## config.mk

```make
export PLATFORM = sky130hd
export DESIGN_NAME = div_unit
export DESIGN_NICKNAME = d
export VERILOG_FILES = /design/src/rtl/div_unit_pkg.sv /design/src/rtl/div_sign_fix.sv /design/src/rtl/div_unit.sv
export SDC_FILE = /design/constraint.sdc
export NUM_CORES = 1
export LEC_CHECK = 0
export BUFFER_PORTS_ARGS = -buffer_cell sky130_fd_sc_hd__clkbuf_2
export CAP_MARGIN = 10
export CORE_MARGIN = 2
export CORE_UTILIZATION = 50
export DETAILED_ROUTE_END_ITERATION = 7
export GPL_ROUTABILITY_DRIVEN = 0
export GPL_TIMING_DRIVEN = 0
export PLACE_DENSITY = 0.7
export SKIP_LAST_GASP = 1
export SYNTH_ARGS = -nofsm -noshare
export SYNTH_HDL_FRONTEND = slang
export SYNTH_SLANG_ARGS = --single-unit
```

## constraint.sdc

```tcl
create_clock -name clock -period 3.9 [get_ports clock]
set_clock_uncertainty 0.1 [all_clocks]
set_input_delay 0.78 -clock clock [delete_from_list [all_inputs] [get_ports clock]]
set_output_delay 0.78 -clock clock [all_outputs]
set_load 0.005 [all_outputs]
```

## src/rtl/div_unit_pkg.sv

```systemverilog
// ============================================================================
// div_unit_pkg : shared types and constants for the signed divider
// Rev 1.0 - initial release
// ============================================================================
`default_nettype none

package div_unit_pkg;

    localparam int DIV_WIDTH = 32;
    localparam int DIV_ITERS = 32;
    localparam int CNT_W     = $clog2(DIV_ITERS);

    typedef enum logic [1:0] {
        IDLE = 2'd0,
        ITER = 2'd1,
        FIX  = 2'd2,
        DONE = 2'd3
    } div_state_t;

endpackage

`default_nettype wire

```

## src/rtl/div_sign_fix.sv

```systemverilog
// ============================================================================
// div_sign_fix : conditional two's-complement negation (abs value / result fix)
// Rev 1.0 - initial release
// ============================================================================
`default_nettype none

module div_sign_fix #(
    parameter int WIDTH = 32
) (
    input  logic [WIDTH-1:0] value,
    input  logic             negate,
    output logic [WIDTH-1:0] result
);

    assign result = negate ? ((~value) + WIDTH'(1)) : value;

endmodule

`default_nettype wire

```

## src/rtl/div_unit.sv

```systemverilog
// ============================================================================
// div_unit : 32-cycle restoring signed divider, quotient/remainder registered
// Rev 1.0 - initial release
// ============================================================================
`default_nettype none

module div_unit
    import div_unit_pkg::*;
#(
    parameter int WIDTH = DIV_WIDTH
) (
    input  logic             clock,
    input  logic             reset,
    input  logic [WIDTH-1:0] RegAOut,
    input  logic [WIDTH-1:0] RegBOut,
    input  logic             DivCtrl,
    output logic             DivDone,
    output logic             DivZero,
    output logic [WIDTH-1:0] DivHIOut,
    output logic [WIDTH-1:0] DivLOOut
);

    div_state_t       state, next_state;
    logic [CNT_W-1:0] count;
    logic [WIDTH-1:0] quo, rem, dvs;
    logic             q_neg, r_neg;

    logic [WIDTH-1:0] dvd_mag, dvs_mag, q_fixed, r_fixed;
    logic [WIDTH:0]   shifted;
    logic [WIDTH+1:0] trial;
    logic             trial_ok;
    logic             div_by_zero, last_iter;
    logic             load, trap, step, finish, clear_done;

    div_sign_fix #(.WIDTH(WIDTH)) u_abs_a (
        .value  (RegAOut),
        .negate (RegAOut[WIDTH-1]),
        .result (dvd_mag)
    );

    div_sign_fix #(.WIDTH(WIDTH)) u_abs_b (
        .value  (RegBOut),
        .negate (RegBOut[WIDTH-1]),
        .result (dvs_mag)
    );

    div_sign_fix #(.WIDTH(WIDTH)) u_fix_q (
        .value  (quo),
        .negate (q_neg),
        .result (q_fixed)
    );

    div_sign_fix #(.WIDTH(WIDTH)) u_fix_r (
        .value  (rem),
        .negate (r_neg),
        .result (r_fixed)
    );

    // Trial subtract carries an extra sign bit so a borrow is never lost.
    assign shifted     = {rem, quo[WIDTH-1]};
    assign trial       = {1'b0, shifted} - {2'b00, dvs};
    assign trial_ok    = ~trial[WIDTH+1];
    assign div_by_zero = (RegBOut == '0);
    assign last_iter   = (count == CNT_W'(DIV_ITERS - 1));

    always_ff @(posedge clock or negedge reset) begin
        if (!reset) begin
            state <= IDLE;
        end else begin
            state <= next_state;
        end
    end

    always_comb begin
        next_state = state;
        load       = 1'b0;
        trap       = 1'b0;
        step       = 1'b0;
        finish     = 1'b0;
        clear_done = 1'b0;
        case (state)
            IDLE: begin
                if (DivCtrl) begin
                    load = 1'b1;
                    if (div_by_zero) begin
                        trap       = 1'b1;
                        next_state = DONE;
                    end else begin
                        next_state = ITER;
                    end
                end
            end
            ITER: begin
                if (!DivCtrl) begin
                    next_state = IDLE;
                end else begin
                    step = 1'b1;
                    if (last_iter) begin
                        next_state = FIX;
                    end
                end
            end
            FIX: begin
                if (!DivCtrl) begin
                    next_state = IDLE;
                end else begin
                    finish     = 1'b1;
                    next_state = DONE;
                end
            end
            DONE: begin
                if (!DivCtrl) begin
                    clear_done = 1'b1;
                    next_state = IDLE;
                end
            end
            default: next_state = IDLE;
        endcase
    end

    always_ff @(posedge clock or negedge reset) begin
        if (!reset) begin
            quo      <= '0;
            rem      <= '0;
            dvs      <= '0;
            count    <= '0;
            q_neg    <= 1'b0;
            r_neg    <= 1'b0;
            DivDone  <= 1'b0;
            DivZero  <= 1'b0;
            DivHIOut <= '0;
            DivLOOut <= '0;
        end else begin
            if (load) begin
                quo     <= dvd_mag;
                dvs     <= dvs_mag;
                rem     <= '0;
                count   <= '0;
                q_neg   <= RegAOut[WIDTH-1] ^ RegBOut[WIDTH-1];
                r_neg   <= RegAOut[WIDTH-1];
                DivZero <= 1'b0;
            end
            // Zero divisor: flag completion now, leave the result registers alone.
            if (trap) begin
                DivDone <= 1'b1;
                DivZero <= 1'b1;
            end
            if (step) begin
                rem   <= trial_ok ? trial[WIDTH-1:0] : shifted[WIDTH-1:0];
                quo   <= {quo[WIDTH-2:0], trial_ok};
                count <= count + CNT_W'(1);
            end
            if (finish) begin
                DivLOOut <= q_fixed;
                DivHIOut <= r_fixed;
                DivDone  <= 1'b1;
                DivZero  <= 1'b0;
            end
            if (clear_done) begin
                DivDone <= 1'b0;
            end
        end
    end

endmodule

`default_nettype wire

```

==> results of run 1 <==
==> per-stage QoR <==
step / hold slack [ns] / std cells
after detailed placement: 0.370 / 1679
after global placement: 0.362 / 1678
after global routing: 0.307 / 1710
final: 0.255 / 1710
after floorplan: 0.345 / 1271
after CTS: 0.286 / 1710
==> per-layer routing <==
layer	vias to the layer above	wire length, um
li1	4801	-
met1	4578	14400
met2	340	12300
met3	27	2140
met4	0	385
met5	-	0
==> report_power, final <==
| part | internal (mW) | switching (mW) |
|---|---|---|
| registers | 2.02 | 0.444 |
| logic | 1.42 | 2.07 |
| clock network | 0.916 | 0.724 |
| total | 4.35 | 3.24 |
==> worst max-delay path by stage <==
stage / endpoint / slack, ns
after global routing: rem[14] / 0.08
final: rem[14] / 0.21
after global placement: dvs[19] / -1.13
after floorplan: quo[29] / 0.63
after detailed placement: DivDone / -0.002
after CTS: rem[14] / 0.19
==> logic make-up after synthesis <==
logic type	synth area share
mux	0.00736
simple gates	0.168
buf+inv	0.0418
fa+ha+maj	0.0455
compound gates	0.226
flops	0.393
xor+xnor	0.118
==> state kept, by name (all words and copies together) (netlist names) <==
name      cells
DivDone       1
DivHIOut     32
DivLOOut     32
DivZero       1
count         5
dvs          32
q_neg         1
quo          32
r_neg         1
rem          32
state         2
==> worst reg2reg max path, delay by kind of cell, from the launching register on <==
kind / cells / cell delay (ns)
AOI/OAI and AO/OA: 8 / 2.18
DFF: 1 / 0.47
buffers and inverters: 1 / 0.46
adders and majority gates: 1 / 0.41
==> layout make-up <==
cell class | instances | area [sq um] | area share
tap | 275 | 344 | 0.0275
clock buffer | 19 | 453 | 0.0362
multi-input combinational | 983 | 6150 | 0.492
inverter | 45 | 169 | 0.0135
buffer | 72 | 290 | 0.0232
sequential | 171 | 4280 | 0.342
clock inverter | 12 | 114 | 0.00911
timing repair buffer | 133 | 697 | 0.0558
==> placed cells by master (no fill, tap or decap), drive strengths merged, types with 3 or more instances in the layout <==
cell        n
clkinvlp    3
or3        13
and2        6
nor2b       6
nand4       5
xnor2      20
xor2      127
nand2     201
a21oi      65
nand3      13
nor2       49
dfrtp     171
nand3b      3
clkbuf    215
and3       16
mux2i       8
o21ai     206
a32oi       5
a221oi      3
nor3       15
a22o       14
a21boi      5
nand2b     19
a21o       24
nor4        5
or4        24
o41ai      16
a211oi      4
a31oi       5
ha         38
buf         8
o31ai      44
inv        48
clkinv      5
==> out/results.tsv, run 1 <==
metric	value	unit
worst_slew_pin_slew	0.952	ns
status	finished, final reports clean	
fp.coreArea	0.0212	sq mm
die_height	152	um
area_delta_synth_final	14.8	%
slowest_stage	dfrtp_1	
maxCapViolations	0	
path_class	reg2reg	
grt_pass1_wl	46.9	mm
cp.arrival	3.92	ns
hpwl	22.7	mm
dp_slack	-0.00210	ns
synthTopCellsByArea	dfrtp_1 (39%), xor2_1 (10%), o21ai_0 (9.3%), nand2_1 (6.9%), ha_1 (4.4%)	
layout_setup_ws	0.212	ns
rows	53	
ff2ff_path_depth	10	
ys.flop_type	dfrtp_1	
cts_setup_buffers	0	
max_stage_delay	0.47	ns
cpMostUsedCell	a21oi_1	
cp_cell_sequence	ha_1 -> a21o_1 -> a221o_1 -> a21oi_1 -> a21boi_1 -> o31a_1 -> a21oi_2 -> clkbuf_1 -> a21oi_1 -> o21ai_0	
final-setup-viol-count	0	
start_util	0.513	
grt_use_met2	0.383	
diodes	0	
root_buffer	clkbuf_16	
fin_area	0.0125	sq mm
critical_path.endpoint_type	flip-flop	
ir_drop	0.000285	V
slew_viol_final	0	
path_clk_slew	0.07	ns
syn_nets	1377	
antenna_found_initial	0	
r2r-end	rem[14]	
wl_per_cell	17.1	um
rsz0062_at_grt	false	
htreeDepth	4	
clkLatencyLatePin	0.43	ns
n_fill_cell	1960	
cts_tree	yes	
grt_remaining_overflow	0	
synthTopCellsByCount	o21ai_0 (202), nand2_1 (201), dfrtp_1 (171)	
fmax	271	MHz
firstDrtPassIters	5	
use_met1	0.400	
busiest_layer	met1	
routed_wl	29.3	mm
grt_max_degree	96	
period_share	0.946	
via_count	9746	
dieWidth	152	um
synth_top_area_share	0.393	
dr.first_iter.drc_count	630	
syn_inst	1271	
p_leak	5.94	nW
dieArea	0.0230	sq mm
drive_above_1_share	0.132	
ios	133	
hold_class	in2async	
yosys.area.top_type	dfrtp_1	
synth_area	0.0109	sq mm
post_cts_resized	1	
fin_tns_setup	0	ns
fin_crit	3.69	ns
required	4.13	ns
cts_buffer_depth	2	
cp.buffers_inverters	1	
reg2reg_from	rem[9]	
critPathTopFamily	compound AO/OA/AOI/OAI gates	
placed_area	0.0119	sq mm
cts.sinks	171	
worstSetupStartpointType	flip-flop	
synthArstFlopShare	1.00	
cts_buffers	17	
grt_pass1_vias	8904	
startpoint	rem[9]	
power.total	7.59	mW
synth_edf_count	0	
ys_ff_latch	171	
holdBufCountCts	0	
final_nets	1529	
post-route-drc-count	0	
viasPerCell	5.70	
r2r_slack	0.21	ns
gr-usage-met3	0.0434	
final_antenna_net_count	0	
seq_area_frac_synth	0.393	
syn_avg_cell_area	8.56	sq um
yosys_warnings	0	
track_usage	0.261	
cp.depth	10	
final_util	0.589	
hold_viol_final	0	
synth.most_common_cell	o21ai_0	
yosysUniqueCellTypes	60	
powerDensity	607	mW/mm^2
portBuffers	132	
max_slew_margin	0.359	
crit_fanout	10	
Note: power is estimated with default switching activity, not from simulation.
==> run 2: changes to the inputs <==
--- a/config.mk
+++ b/config.mk
@@ -12,8 +12,9 @@
 export DETAILED_ROUTE_END_ITERATION = 7
 export GPL_ROUTABILITY_DRIVEN = 0
 export GPL_TIMING_DRIVEN = 0
-export PLACE_DENSITY = 0.7
+export PLACE_DENSITY = 0.73
 export SKIP_LAST_GASP = 1
+export SLEW_MARGIN = 20
 export SYNTH_ARGS = -nofsm -noshare
 export SYNTH_HDL_FRONTEND = slang
 export SYNTH_SLANG_ARGS = --single-unit
==> constraint.sdc (replaced) <==
create_clock -name clock -period 3.2 [get_ports clock]
set_clock_uncertainty 0.1 [all_clocks]
set_input_delay 0.64 -clock clock [delete_from_list [all_inputs] [get_ports clock]]
set_output_delay 0.64 -clock clock [all_outputs]
set_load 0.005 [all_outputs]
==> run 2 against run 1 <==
Against the previous run:
- final cell count rose by 0.82%
- fmax increased by 16%
- via count is 2.9% higher
- final area increased by 3.2%
- clock power is 29% higher
- combinational power up 41%
- critical path depth shrank 2
- sequential power up 24%
- flip-flop and latch count stayed put
- critical path type unchanged
- highest routed layer unchanged
==> out/results.tsv, run 2 (same netlist as run 1, synthesis figures left out) <==
metric	value	unit
firstDrtPassIters	6	
hpwl	22.4	mm
post-route-drc-count	0	
slowest_stage	or4_4	
cts_buffer_depth	2	
path_class	reg2reg	
clock_power_share	0.210	
critical_path.endpoint_type	flip-flop	
hold_viol_final	0	
max_stage_delay	0.46	ns
area_delta_synth_final	18.6	%
power.total	10.1	mW
grt_remaining_overflow	0	
crit_fanout	5	
ios	133	
hold_class	in2async	
layout_setup_ws	0.0276	ns
final_common_cell	nand2_1	
fp.coreArea	0.0212	sq mm
worst_slew_pin_slew	0.676	ns
wl_per_cell	17.5	um
max_slew_margin	0.548	
drive_above_1_share	0.164	
cp.arrival	3.38	ns
p_switching	4.28	mW
hold_slack	0.131	ns
cts_tree	yes	
grt_pass1_vias	9103	
cp_cell_sequence	or3_4 -> or4_4 -> or3b_4 -> or2_4 -> or4_4 -> o41ai_4 -> xor2_1 -> o21ai_1	
seqPwrFrac	0.301	
final_cell_mix	nand2_1 (201), o21ai_0 (198), dfrtp_1 (167), clkbuf_2 (132), xor2_1 (127)	
dr.first_iter.drc_count	955	
rsz0062_at_grt	true	
powerDensity	782	mW/mm^2
dieWidth	152	um
track_usage	0.262	
maxCapViolations	0	
fin_area	0.0129	sq mm
grt_pass1_wl	47.3	mm
p_leak	6.09	nW
n_fill_cell	1802	
antenna_found_initial	0	
htreeDepth	4	
holdBufCountCts	0	
dp_slack	-0.674	ns
grt_max_degree	88	
fin_tns_setup	0	ns
final_nets	1542	
die_height	152	um
final_antenna_net_count	0	
portBuffers	132	
fin_crit	3.17	ns
ir_drop	0.000370	V
worstSetupStartpointType	flip-flop	
viasPerCell	5.81	
cts.sinks	171	
fmax	315	MHz
start_util	0.513	
root_buffer	clkbuf_16	
final-setup-viol-count	0	
slew_viol_final	0	
required	3.41	ns
cts_buffers	17	
clkLatencyLatePin	0.43	ns
final_util	0.608	
via_count	10000	
dieArea	0.0230	sq mm
period_share	0.991	
routed_wl	30.1	mm
dp.cells	1679	
internal-power	5.81	mW
path_clk_slew	0.07	ns
cpMostUsedCell	or4_4	
switching_share	0.424	
final-instance-count-excl-fill	1724	
placed_area	0.0119	sq mm
diodes	0	
p_comb_frac	0.489	
rows	53	
status	finished, final reports clean	
==> run 2: worst max-delay path: cells and delay by family, from the launching register on <==
family	cells	cell delay, ns
simple gates	5	1.98
flops	1	0.44
xor+xnor	1	0.21
compound gates	2	0.32
==> run 2: power groups by stage <==
stage               logic (mW)  registers (mW)  clock network [mW]
CTS                       4.47            2.99                2.13
finish                    4.93            3.04                2.12
floorplan                 3.21            2.82                   0
global placement          4.07            3.00                   0
global route              5.40            3.08                2.23
detailed placement        4.15            3.02                   0
==> run 2: metal layers <==
| layer | vias up | wire (um) | GRT usage | part of all wire |
|---|---|---|---|---|
| li1 | 4829 | - | - | - |
| met1 | 4744 | 14100 | 0.389 | 0.47 |
| met2 | 403 | 12900 | 0.382 | 0.43 |
| met3 | 49 | 2460 | 0.0557 | 0.082 |
| met4 | 0 | 688 | 0.0833 | 0.023 |
| met5 | - | 0 | 0 | 0 |
==> run 2: path summary, 6_finish.rpt <==
check	start	end	slack (ns)	cells past startpoint
worst max-delay path	quo[2]	DivLOOut[23]	0.03	8
max in group asynchronous	reset	dvs[24]	2.00	2
min in group clock	DivHIOut[12]	DivHIOut[12]	0.38	2
worst min-delay path	reset	DivLOOut[15]	0.13	1
worst min register to register	DivHIOut[12]	DivHIOut[12]	0.38	2
worst max register to register	quo[2]	DivLOOut[23]	0.03	8
==> run 2: area by class of cell <==
type | count | area (sq um) | share of cell area
buffer | 71 | 328 | 0.0254
clock inverter | 14 | 159 | 0.0123
inverter | 45 | 169 | 0.0131
timing repair buffer | 146 | 825 | 0.0639
multi-input combinational | 984 | 6360 | 0.493
tap | 275 | 344 | 0.0267
clock buffer | 18 | 439 | 0.0340
sequential | 171 | 4280 | 0.332
==> run 2: repair_timing <==
item	4_1_cts	5_1_grt
setup buffers	3	8
gates cloned	2	1
endpoints found under the setup margin	39	48
resized for setup	29	35
pin swaps	3	7
==> run 3: changes to the inputs <==
--- a/config.mk
+++ b/config.mk
@@ -5,14 +5,15 @@
 export SDC_FILE = /design/constraint.sdc
 export NUM_CORES = 1
 export LEC_CHECK = 0
-export BUFFER_PORTS_ARGS = -buffer_cell sky130_fd_sc_hd__clkbuf_2
+export ABC_AREA = 1
+export BUFFER_PORTS_ARGS = -buffer_cell sky130_fd_sc_hd__buf_2
 export CAP_MARGIN = 10
 export CORE_MARGIN = 2
 export CORE_UTILIZATION = 50
 export DETAILED_ROUTE_END_ITERATION = 7
 export GPL_ROUTABILITY_DRIVEN = 0
 export GPL_TIMING_DRIVEN = 0
-export PLACE_DENSITY = 0.73
+export PLACE_DENSITY = 0.72
 export SKIP_LAST_GASP = 1
 export SLEW_MARGIN = 20
 export SYNTH_ARGS = -nofsm -noshare
==> run 3 against run 2 <==
Against the previous run:
- first-iteration DRC count increased by 24%
- fmax is 26% higher
- final area rose by 13%
- setup slack improved by 0.66 ns
- routed wire length increased by 32%
- count of clock-buffer cells in the layout grew 2
- die area is 18% higher
- final cell count is 43% higher
- register-to-register slack better by 0.66 ns
- core utilization is 2.9 points lower
- synthesized cell count increased by 54%
- critical path type unchanged
==> out/results.tsv, run 3 <==
metric	value	unit
status	finished, final reports clean	
cts_setup_buffers	0	
slew_viol_final	0	
drive_above_1_share	0.116	
worstSetupStartpointType	flip-flop	
cts_buffers	17	
dieArea	0.0271	sq mm
grt_pass1_wl	62.6	mm
worst_slew_pin_slew	0.714	ns
diodes	0	
post-route-drc-count	0	
seq_area_frac_synth	0.331	
crit_fanout	10	
fin_tns_setup	0	ns
hold_class	in2async	
yosys_warnings	0	
antenna_found_initial	0	
final_nets	2221	
htreeDepth	4	
final_antenna_net_count	0	
grt_max_degree	95	
dr.first_iter.drc_count	1182	
post_cts_resized	0	
synthTopCellsByArea	dfrtp_1 (33%), nand2_1 (19%), nand3_1 (7.7%), inv_1 (7.5%), nor2_1 (4.6%)	
via_count	13300	
routed_wl	39.7	mm
syn_nets	2069	
seq_area	0.00428	sq mm
holdBufCountCts	0	
path_class	reg2reg	
cts_tree	yes	
grt_remaining_overflow	0	
period_share	0.787	
start_util	0.511	
critical_path.endpoint_type	flip-flop	
ios	133	
path_clk_slew	0.07	ns
wl_per_cell	16.2	um
synth_top_area_share	0.331	
maxCapViolations	0	
portBuffers	132	
cp.arrival	2.74	ns
fin_crit	2.52	ns
p_leak	7.81	nW
dieWidth	165	um
yosys.area.top_type	dfrtp_1	
cts.sinks	171	
synth_edf_count	0	
powerDensity	995	mW/mm^2
syn_inst	1963	
ir_drop	0.000493	V
hold_viol_final	0	
final_cell_mix	nand2_1 (643), inv_1 (257), nand3_1 (199), dfrtp_1 (171), nor2_1 (159)	
n_fill_cell	2494	
clkLatencyLatePin	0.44	ns
firstDrtPassIters	5	
ys.flop_type	dfrtp_1	
die_height	165	um
rsz0062_at_grt	false	
synthArstFlopShare	1.00	
area_delta_synth_final	13.3	%
required	3.42	ns
viasPerCell	5.42	
root_buffer	clkbuf_16	
multi_input_area	0.00733	sq mm
track_usage	0.296	
max_slew_margin	0.524	
final_common_cell	nand2_1	
grt_pass1_vias	12000	
synth.most_common_cell	nand2_1	
ys_ff_latch	171	
cts_buffer_depth	2	
synth_area	0.0129	sq mm
fmax	397	MHz
hpwl	32.2	mm
final_util	0.579	
synthTopCellsByCount	nand2_1 (643), inv_1 (257), nand3_1 (199)	
syn_avg_cell_area	6.58	sq um
final-setup-viol-count	0	
yosysUniqueCellTypes	46	
fp.coreArea	0.0253	sq mm
rows	58	
==> run 3: area by class of cell <==
type,count,share of cell area
Buffer,61,0.0205
Clock buffer,20,0.0305
Clock inverter,12,0.0106
Inverter,268,0.0688
Multi-Input combinational cell,1463,0.501
Sequential cell,171,0.293
Tap cell,330,0.0282
Timing Repair Buffer,133,0.0477
==> run 3: worst max-delay path, stage by stage (launching register included) <==
cell	delay (ns)
dfrtp_1	0.49
ha_1	0.46
nand2_1	0.12
nor2_1	0.20
nand2_1	0.08
nand3_1	0.10
inv_1	0.07
nand2_2	0.08
nand2_2	0.06
nand2_2	0.13
buf_4	0.20
nand3_1	0.15
nand2_1	0.10
nand2_1	0.05
==> run 3: cell families after synthesis <==
family	after synthesis	share of synthesized area
buffers and inverters	329	0.101
DFF	171	0.331
adders and majority gates	39	0.0384
xor gates and xnor gates	80	0.0543
and+or+nand+nor	1127	0.377
AOI/OAI and AO/OA	217	0.0982
==> run 3: metal layers <==
layer / wire length [um] / track usage / vias up
met5: 0 / 0 / -
met4: 701 / 0.0798 / 0
li1: - / - / 6595
met1: 18500 / 0.452 / 6008
met2: 16500 / 0.428 / 663
met3: 4010 / 0.0540 / 53
==> run 3: per-stage QoR <==
step	setup slack (ns)	area, sq um	hold slack (ns)	power (mW)	instances
2_1_floorplan	1.15	12900	0.244	9.71	1963
3_3_place_gp	-1.20	14000	0.357	12.0	2425
3_5_place_dp	0.637	14000	0.361	12.2	2426
4_1_cts	0.711	14600	0.0847	14.4	2458
5_1_grt	0.520	14600	0.107	15.8	2458
6_report	0.683	14600	0.0620	14.5	2458
==> run 3: worst paths after layout <==
path                                    from            to  slack, ns  depth (start not counted)
worst max-delay path                 rem[14]       rem[26]       0.68                         13
worst min-delay path                   reset  DivLOOut[10]       0.06                          1
worst max register to register       rem[14]       rem[26]       0.68                         13
worst min register to register  DivHIOut[27]  DivHIOut[27]       0.37                          2
max in group asynchronous              reset       rem[27]       2.09                          2
min in group clock              DivHIOut[27]  DivHIOut[27]       0.37                          2
==> run 3: where the power goes <==
part	internal, mW	switching [mW]	total [mW]	leakage (nW)
logic	3.08	5.42	8.50	5.36
clock network	1.20	0.957	2.15	0.287
registers	3.01	0.877	3.89	2.17
